<file path="config.mk">
export PLATFORM = sky130hd
export DESIGN_NAME = run_count_ctrl
export DESIGN_NICKNAME = d
export VERILOG_FILES = /design/src/rtl/run_ctrl_pkg.sv /design/src/rtl/run_report_buf.sv /design/src/rtl/run_count_ctrl.sv
export SDC_FILE = /design/constraint.sdc
export NUM_CORES = 1
export LEC_CHECK = 0
export ABC_AREA = 1
export CAP_MARGIN = 20
export CORE_MARGIN = 5
export CORE_UTILIZATION = 55
export CTS_CLUSTER_DIAMETER = 40
export DETAILED_ROUTE_END_ITERATION = 8
export PLACE_DENSITY = 0.85
export RECOVER_POWER = 100
export SETUP_SLACK_MARGIN = 0.2
export SLEW_MARGIN = 20
export SYNTH_ARGS = -nofsm -noshare
export SYNTH_HDL_FRONTEND = slang
export SYNTH_SLANG_ARGS = --single-unit
export TNS_END_PERCENT = 10
</file>
<file path="constraint.sdc">
create_clock -name Clock -period 4.1 [get_ports Clock]
set_clock_uncertainty 0.15 [all_clocks]
set_input_delay 0.82 -clock Clock [delete_from_list [all_inputs] [get_ports Clock]]
set_output_delay 0.82 -clock Clock [all_outputs]
set_load 0.01 [all_outputs]
</file>
<file path="src/rtl/run_ctrl_pkg.sv">
`default_nettype none
// ============================================================================
// Module   : run_ctrl_pkg
// Purpose  : Shared types and constants for the run-length controller:
//            FSM state encoding and report buffer depth.
// Revision : 1.0 - initial release
// ============================================================================
package run_ctrl_pkg;

    // Number of run-length reports that can wait for the consumer
    localparam int RPT_DEPTH = 2;

    // Run-length sequencer states
    typedef enum logic [1:0] {
        ST_IDLE  = 2'd0,
        ST_COUNT = 2'd1,
        ST_SAT   = 2'd2
    } run_state_t;

endpackage
`default_nettype wire

</file>
<file path="src/rtl/run_report_buf.sv">
`default_nettype none
// ============================================================================
// Module   : run_report_buf
// Purpose  : Two-entry in-order report FIFO. All outputs are registered:
//            the head entry drives dout directly and holds its last value
//            when the buffer empties. A push into a full buffer without a
//            simultaneous pop is discarded and flagged with a one-cycle drop.
// Revision : 1.0 - initial release
// ============================================================================
module run_report_buf #(
    parameter int DATA_W = 3
) (
    input  logic              Clock,
    input  logic              Reset,
    input  logic              push,
    input  logic [DATA_W-1:0] din,
    input  logic              pop,
    output logic [DATA_W-1:0] dout,
    output logic              valid,
    output logic              full,
    output logic              drop
);
    import run_ctrl_pkg::*;

    localparam int LVL_W = $clog2(RPT_DEPTH + 1);
    localparam logic [LVL_W-1:0] LVL_FULL = LVL_W'(RPT_DEPTH);

    logic [LVL_W-1:0]  level;
    logic [LVL_W-1:0]  level_nxt;
    logic [DATA_W-1:0] head;
    logic [DATA_W-1:0] tail;
    logic              do_pop;
    logic              do_push;

    // Accepted pop/push for this edge and the resulting occupancy
    always_comb begin
        do_pop    = pop && valid;
        do_push   = push && (!full || do_pop);
        level_nxt = level;
        if (do_push && !do_pop) begin
            level_nxt = level + 1'b1;
        end else if (do_pop && !do_push) begin
            level_nxt = level - 1'b1;
        end
    end

    // Storage, registered status flags and drop pulse
    always_ff @(posedge Clock) begin
        if (Reset) begin
            level <= '0;
            head  <= '0;
            tail  <= '0;
            valid <= 1'b0;
            full  <= 1'b0;
            drop  <= 1'b0;
        end else begin
            level <= level_nxt;
            valid <= (level_nxt != '0);
            full  <= (level_nxt == LVL_FULL);
            drop  <= push && full && !do_pop;
            // Head advances from the tail when two entries were held,
            // otherwise takes new data when it is (about to be) free.
            if (do_pop && full) begin
                head <= tail;
            end else if (do_push && (!valid || do_pop)) begin
                head <= din;
            end
            // Tail is written whenever new data lands behind a live head
            if (do_push && (full || (valid && !do_pop))) begin
                tail <= din;
            end
        end
    end

    assign dout = head;

endmodule
`default_nettype wire

</file>
<file path="src/rtl/run_count_ctrl.sv">
`default_nettype none
// ============================================================================
// Module   : run_count_ctrl
// Purpose  : Consecutive-ones run-length controller. Samples W on En
//            strobes, tracks a saturating run length, and reports each
//            finished run through a two-entry valid/ready buffer.
//            Optional saturation interrupt enabled by macro RUN_SAT_IRQ_EN;
//            without it Irq is tied low and IrqClr is ignored.
// Revision : 1.0 - initial release
// ============================================================================
module run_count_ctrl #(
    parameter int CNT_W   = 3,
    parameter int MAX_RUN = 4,
    parameter int MIN_RUN = 1
) (
    input  logic             Clock,
    input  logic             Reset,
    input  logic             En,
    input  logic             W,
    output logic [CNT_W-1:0] Count,
    output logic             Sat,
    output logic [CNT_W-1:0] RunLen,
    output logic             RunValid,
    input  logic             RunReady,
    output logic             Drop,
    output logic             Irq,
    input  logic             IrqClr
);
    import run_ctrl_pkg::*;

    localparam logic [CNT_W-1:0] MAX_VAL = CNT_W'(MAX_RUN);
    localparam logic [CNT_W-1:0] MIN_VAL = CNT_W'(MIN_RUN);
    localparam logic [CNT_W-1:0] ONE     = CNT_W'(1);

    run_state_t       state;
    run_state_t       state_nxt;
    logic [CNT_W-1:0] count_nxt;
    logic [CNT_W-1:0] push_len;
    logic             push_req;
    logic             enter_sat;
    logic             rpt_full;
    logic             unused_sig;

    // Next state, next count and report request from the sampled bit
    always_comb begin
        state_nxt = state;
        count_nxt = Count;
        push_len  = Count;
        push_req  = 1'b0;
        enter_sat = 1'b0;
        if (En) begin
            case (state)
                ST_IDLE: begin
                    if (W) begin
                        count_nxt = ONE;
                        if (MAX_VAL == ONE) begin
                            state_nxt = ST_SAT;
                            enter_sat = 1'b1;
                        end else begin
                            state_nxt = ST_COUNT;
                        end
                    end else begin
                        count_nxt = '0;
                    end
                end
                ST_COUNT: begin
                    if (W) begin
                        count_nxt = Count + ONE;
                        if ((Count + ONE) == MAX_VAL) begin
                            state_nxt = ST_SAT;
                            enter_sat = 1'b1;
                        end
                    end else begin
                        state_nxt = ST_IDLE;
                        count_nxt = '0;
                        push_req  = (Count >= MIN_VAL);
                        push_len  = Count;
                    end
                end
                ST_SAT: begin
                    if (W) begin
                        count_nxt = MAX_VAL;
                    end else begin
                        state_nxt = ST_IDLE;
                        count_nxt = '0;
                        push_req  = 1'b1;
                        push_len  = MAX_VAL;
                    end
                end
                default: begin
                    state_nxt = ST_IDLE;
                    count_nxt = '0;
                end
            endcase
        end
    end

    // State, count and saturation flag registers; a run in flight at
    // reset is simply forgotten.
    always_ff @(posedge Clock) begin
        if (Reset) begin
            state <= ST_IDLE;
            Count <= '0;
            Sat   <= 1'b0;
        end else begin
            state <= state_nxt;
            Count <= count_nxt;
            Sat   <= (state_nxt == ST_SAT);
        end
    end

    run_report_buf #(
        .DATA_W (CNT_W)
    ) u_report_buf (
        .Clock (Clock),
        .Reset (Reset),
        .push  (push_req),
        .din   (push_len),
        .pop   (RunReady),
        .dout  (RunLen),
        .valid (RunValid),
        .full  (rpt_full),
        .drop  (Drop)
    );

`ifdef RUN_SAT_IRQ_EN
    // Sticky saturation interrupt; a new saturation beats a clear
    always_ff @(posedge Clock) begin
        if (Reset) begin
            Irq <= 1'b0;
        end else if (enter_sat) begin
            Irq <= 1'b1;
        end else if (IrqClr) begin
            Irq <= 1'b0;
        end
    end
    assign unused_sig = rpt_full;
`else
    assign Irq        = 1'b0;
    assign unused_sig = ^{IrqClr, enter_sat, rpt_full};
`endif

endmodule
`default_nettype wire
</file>
==> results of run 1 <==
-- metal layers --
metal	vias to the layer above	global-route usage	wire length, um	share of wire
met2	20	0.265	868	0.48
met5	-	0	0	0
met3	5	0.0344	74	0.041
met4	0	0.0655	32	0.018
met1	391	0.189	846	0.46
li1	457	-	-	-
-- power by group --
part	switching (uW)	internal, uW
Clock	52.1	37.7
Combinational	23.3	15.0
Sequential	4.56	169
Total	80.0	222
-- cell usage after synthesis --
master    instances
a21oi_1           6
a31oi_1           2
and3_1            1
and3_4            1
buf_4             1
clkbuf_1          1
conb_1            1
dfxtp_1          17
ha_1              7
inv_1            19
inv_2             2
mux2i_1           1
nand2_1          31
nand2_2           4
nand3_1           9
nand4_1           2
nand4_4           1
nor2_1           15
nor2_2            2
nor3_1            1
o21ai_0           7
o21ai_1           1
o22ai_1           1
or2_0             1
xnor2_1           2
-- flip-flops by register name (all words and copies together), names as in the netlist --
name	flops
Count	3
Sat	1
state	2
u_report_buf.dout	3
u_report_buf.drop	1
u_report_buf.full	1
u_report_buf.level	2
u_report_buf.tail	3
u_report_buf.valid	1
-- worst min path at each step --
stage / from / endpoint / cells after the start / slack, ns
6_report: u_report_buf.dout[0] / u_report_buf.dout[0] / 2 / 0.37
3_3_place_gp: u_report_buf.tail[2] / u_report_buf.tail[2] / 2 / 0.35
3_5_place_dp: u_report_buf.tail[0] / u_report_buf.dout[0] / 2 / 0.35
4_1_cts: u_report_buf.tail[0] / u_report_buf.dout[0] / 2 / 0.37
5_1_grt: u_report_buf.tail[1] / u_report_buf.dout[1] / 2 / 0.40
2_1_floorplan: u_report_buf.tail[2] / u_report_buf.tail[2] / 2 / 0.33
-- layout by cell type, fill, tap and decap left out, drive strengths merged --
cell type      count
nand2             35
inv               21
dfxtp             17
nor2              17
dlygate4sd3       11
nand3              9
o21ai              8
ha                 7
a21oi              6
clkbuf             4
nand4              3
xnor2              2
and3               2
a31oi              2
clkdlybuf4s50      2
or2                1
mux2i              1
nor3               1
o22ai              1
conb               1
-- per-stage QoR --
step | power, uW | setup slack (ns)
2_1_floorplan | 204 | 2.29
3_3_place_gp | 217 | 1.58
3_5_place_dp | 218 | 1.57
4_1_cts | 306 | 1.74
5_1_grt | 319 | 1.44
6_report | 302 | 1.64
-- cell families after synthesis --
kind of cell | count (synthesis)
compound gates | 17
flops | 17
simple gates | 68
mux | 1
other cells | 1
fa+ha+maj | 7
xor+xnor | 2
buf+inv | 23
-- worst reg2reg max path, stage by stage, from the launching register on --
cell	delay [ns]
dfxtp_1	0.40
inv_1	0.09
ha_1	0.27
and3_1	0.22
nand2_1	0.12
inv_1	0.12
nand2_1	0.06
nor2_1	0.18
inv_1	0.10
nor2_1	0.10
nor2_1	0.05
-- layout make-up --
cell class | count | share of cell area
Timing Repair Buffer | 13 | 0.118
Sequential cell | 17 | 0.307
Inverter | 21 | 0.0712
Clock buffer | 4 | 0.0237
Tap cell | 17 | 0.0192
Multi-Input combinational cell | 96 | 0.461
==> out/metrics.cfg, run 1 <==
[die]
dieArea_sq_mm = 0.00267
die_y_um = 51.7
start_util = 0.566
core_sq_mm = 0.00169
dieWidth_um = 51.7
row_count = 15
io_pins = 16

[synth]
ys_types = 25
synth_top_family_by_area = simple AND/OR/NAND/NOR gates
ys_warn_count = 0
synth_compound_area_frac = 0.0929
synth_xor_area_frac = 0.0183
synthSimpleGateAreaFrac = 0.332
synth_fp_nets = 149
syn_inst = 136
syn_area_sq_um = 956
synth_top_area_frac = 0.356
synth.area.mux_share = 0.0105
synth_area_leaders = dfxtp_1 36%, nand2_1 12%, ha_1 9.2%
synthAdderAreaFrac = 0.0916
synth_seq_cells = 17
yosys.area.top_type = dfxtp_1
syn_avg_cell_area_sq_um = 7.03
synth_seq_area_share = 0.356

[power]
leakagePower_uw = 0.000570
ir_drop_mv = 0.236
power_density_mw_per_mm2 = 273

[clock_network]
cts_setup_buffers = 0
cts_resized = 0
cts_hold_buf = 0
clockBufferDepth = 2
cts_sinks = 17
h-tree-depth = 1
cts_tree = yes
clk_latency_ns = 0.29
cts_root_buf = clkbuf_4
clkTransAtPathRegs_ns = 0.09
cts_buffers = 3

[critical_path]
worst-setup-path-type = in -> reg
critPathMaxStageDelay_ns = 0.68
cp_max_fo = 7
critPathArrivalTime_ns = 2.49
r2r_cells = 10
crit_path_start_kind = primary input
r2r-start = state[1]
cp_cell_sequence = dlygate4sd3_1 > and3_1 > nand2_1 > inv_1 > nand2_1 > nor2_1 > inv_1 > nor2_1 > nor2_1
cpMostUsedCell = nor2_1
crit_required_ns = 4.13
reg2reg_slack_ns = 2.16
rr_endpoint = u_report_buf.tail[0]
cp_top_family = buffers and inverters
startpoint = En
cp.depth = 9
crit_slowest_cell = dlygate4sd3_1
endpoint = u_report_buf.tail[0]
cp-end-kind = register
critPathBufInv = 3

[placed_design]
dp_hpwl_um = 1470
finalWeightedCongestion = 0.862
portBuffers = 13
dp.cells = 164
placed_area_sq_mm = 0.00110

[route]
wl_um = 1820
wl_per_cell_um = 10.8
drtIter0Drc = 17
antenna_left = 0
vias = 873
post-route-drc-count = 0
drt_pass1_iterations = 4
via_per_inst = 5.20

[global_routing]
grt_pass1_vias = 821
overflow = 0
globalRouteTotalUtil = 0.156
grt_pass1_wl_um = 3200
antenna_found_initial = 0
grt_max_degree = 10

[layout]
layout.nets = 165
nFillCells = 144
drive_above_1_share = 0.0397
seq_area_sq_um = 340
diodes = 0
instances_no_fill = 168
utilization = 0.656
multi_input_area_sq_um = 510
area_delta_synth_final_pct = 15.8
design_area_sq_mm = 0.00111

[sta]
rsz0062_at_grt = false
setup_viol = 0
hold_violations = 0
timing.setup.tns_ns = 0
drv_slew = 0
fin_crit_ns = 2.46
finalCritPeriodShare = 0.600
timing.fmax_ghz = 0.406
whs_ns = 0.368

[run]
maxCapViolations = 0

[worst_hold_path]
hold_class = reg -> reg

[run_status]
status = finished clean

No activity file was read; power rests on OpenSTA's default activity.
==> run 2: changes to the inputs <==
CORE_ASPECT_RATIO = 1.4   (was unset)
CORE_UTILIZATION = 46   (was 55)
PLACE_DENSITY = 0.76   (was 0.85)
clock period = 2 ns   (was 4.1 ns; I/O delays follow)
==> out/metrics.cfg, run 2 (synthesis results as in run 1) <==
[run_status]
status = finished clean

[die]
dieWidth_um = 48.5  ; -6.1%
dieArea_sq_mm = 0.00310  ; +16%
row_count = 19  ; +4
io_pins = 16  ; unchanged
start_util = 0.484  ; -0.0815
die_y_um = 63.9  ; +24%
core_sq_mm = 0.00197  ; +17%

[sta]
rsz0062_at_grt = true
drv_slew = 0  ; unchanged
layout_setup_ws_ns = 0.229  ; -1.41 ns
hold_violations = 0  ; unchanged
fin_crit_ns = 1.77
setup_viol = 0  ; unchanged
timing.setup.tns_ns = 0  ; unchanged
timing.fmax_ghz = 0.565
finalCritPeriodShare = 0.885

[layout]
design_area_sq_mm = 0.00128  ; +16%
layout_common_cells = 28 x nand2_1, 15 x inv_1, 13 x dfxtp_1, 12 x nor2_1, 11 x clkdlybuf4s50_1
layout_commonest_cell = nand2_1
layout.nets = 177  ; +7.3%
seq_area_sq_um = 350  ; +2.9%
area_delta_synth_final_pct = 34.2
drive_above_1_share = 0.245  ; +0.206
diodes = 0  ; unchanged
nFillCells = 177  ; +23%
multi_input_area_sq_um = 571  ; +12%

[clock_network]
cts_buffers = 3  ; unchanged
h-tree-depth = 1  ; unchanged
cts_sinks = 17  ; unchanged
cts_tree = yes
clockBufferDepth = 2  ; unchanged
clk_latency_ns = 0.29  ; about the same
clkTransAtPathRegs_ns = 0.09  ; about the same
cts_root_buf = clkbuf_4
cts_hold_buf = 0  ; unchanged

[critical_path]
crit_slowest_cell = clkdlybuf4s50_1
cp_cell_sequence = clkdlybuf4s50_1
critPathMaxStageDelay_ns = 0.55  ; -0.13 ns
critPathBufInv = 1  ; -2
cp_top_family = buffers and inverters
worst-setup-path-type = reg -> out
crit_required_ns = 1.45  ; -2.68 ns
cp-end-kind = output pin
crit_path_start_kind = register
critPathArrivalTime_ns = 1.22  ; -1.27 ns
cp_max_fo = 5  ; -2

[route]
drtIter0Drc = 18  ; +1
via_per_inst = 5.02  ; -3.4%
drt_pass1_iterations = 4  ; unchanged
wl_um = 2100  ; +15%
post-route-drc-count = 0  ; unchanged
vias = 924  ; +5.8%
wl_per_cell_um = 11.4  ; +5.1%
antenna_left = 0  ; unchanged

[power]
ir_drop_mv = 0.463  ; +96%
power_density_mw_per_mm2 = 499  ; +83%
leakagePower_uw = 0.000623  ; +9.3%

[placed_design]
portBuffers = 13  ; unchanged
dp_worst_setup_slack_ns = -0.0426  ; -1.61 ns
finalWeightedCongestion = 0.910  ; +5.6%
placed_area_sq_mm = 0.00115  ; +4.6%
dp_hpwl_um = 1670  ; +13%

[global_routing]
antenna_found_initial = 0  ; unchanged
globalRouteTotalUtil = 0.136  ; -0.0198
grt_max_degree = 10  ; unchanged
grt_pass1_vias = 898  ; +9.4%
grt_pass1_wl_um = 3550  ; +11%
overflow = 0  ; unchanged

[run]
maxCapViolations = 0  ; unchanged

[worst_hold_path]
hold_class = reg -> reg

[run 2: changes by cell type in the layout (fill, tap and decap cells not counted), sizes merged]
cell and change:
buf +11, clkbuf +1, clkdlybuf4s50 +9, dlygate4sd3 -11
dlymetal6s2s +2
[run 2: power breakdown]
group	switching (uW)	internal (uW)	total, uW
clock	103	77.7	180
sequential	9.17	346	355
combinational	57.7	47.0	105
[run 2: cell type report]
| type | count | area share |
|---|---|---|
| Sequential cell | 17 | 0.273 |
| Inverter | 21 | 0.0654 |
| Multi-Input combinational cell | 96 | 0.445 |
| Clock buffer | 4 | 0.0205 |
| Tap cell | 21 | 0.0205 |
| Timing Repair Buffer | 25 | 0.176 |
[run 2: timing repair]
action,4_1_cts,5_1_grt
setup buffers,0,6
resized for setup,1,30
endpoints found under the setup margin,6,13
pin swaps,0,12
[run 2: per-stage QoR]
stage / util / total power [uW] / cells / hold WS, ns
finish: 0.650 / 640 / 184 / 0.346
global route: 0.650 / 674 / 184 / 0.383
CTS: 0.595 / 633 / 178 / 0.352
detailed placement: 0.581 / 456 / 174 / 0.339
global placement: 0.581 / 453 / 174 / 0.340
floorplan: - / 419 / 136 / 0.325
[run 2: layer usage]
metal | GRT usage | vias to the layer above | wire, um
met5 | 0 | - | 0
met4 | 0.0741 | 0 | 61
met3 | 0.0233 | 7 | 75
met2 | 0.260 | 16 | 1120
met1 | 0.136 | 415 | 840
li1 | - | 486 | -
[run 2: final timing paths]
check	from	end	slack, ns	cells after the start
max	Count[2]	Count[2]	0.23	1
min	u_report_buf.dout[0]	u_report_buf.dout[0]	0.35	2
max reg2reg	state[1]	u_report_buf.tail[2]	0.25	11
min reg2reg	u_report_buf.dout[0]	u_report_buf.dout[0]	0.35	2
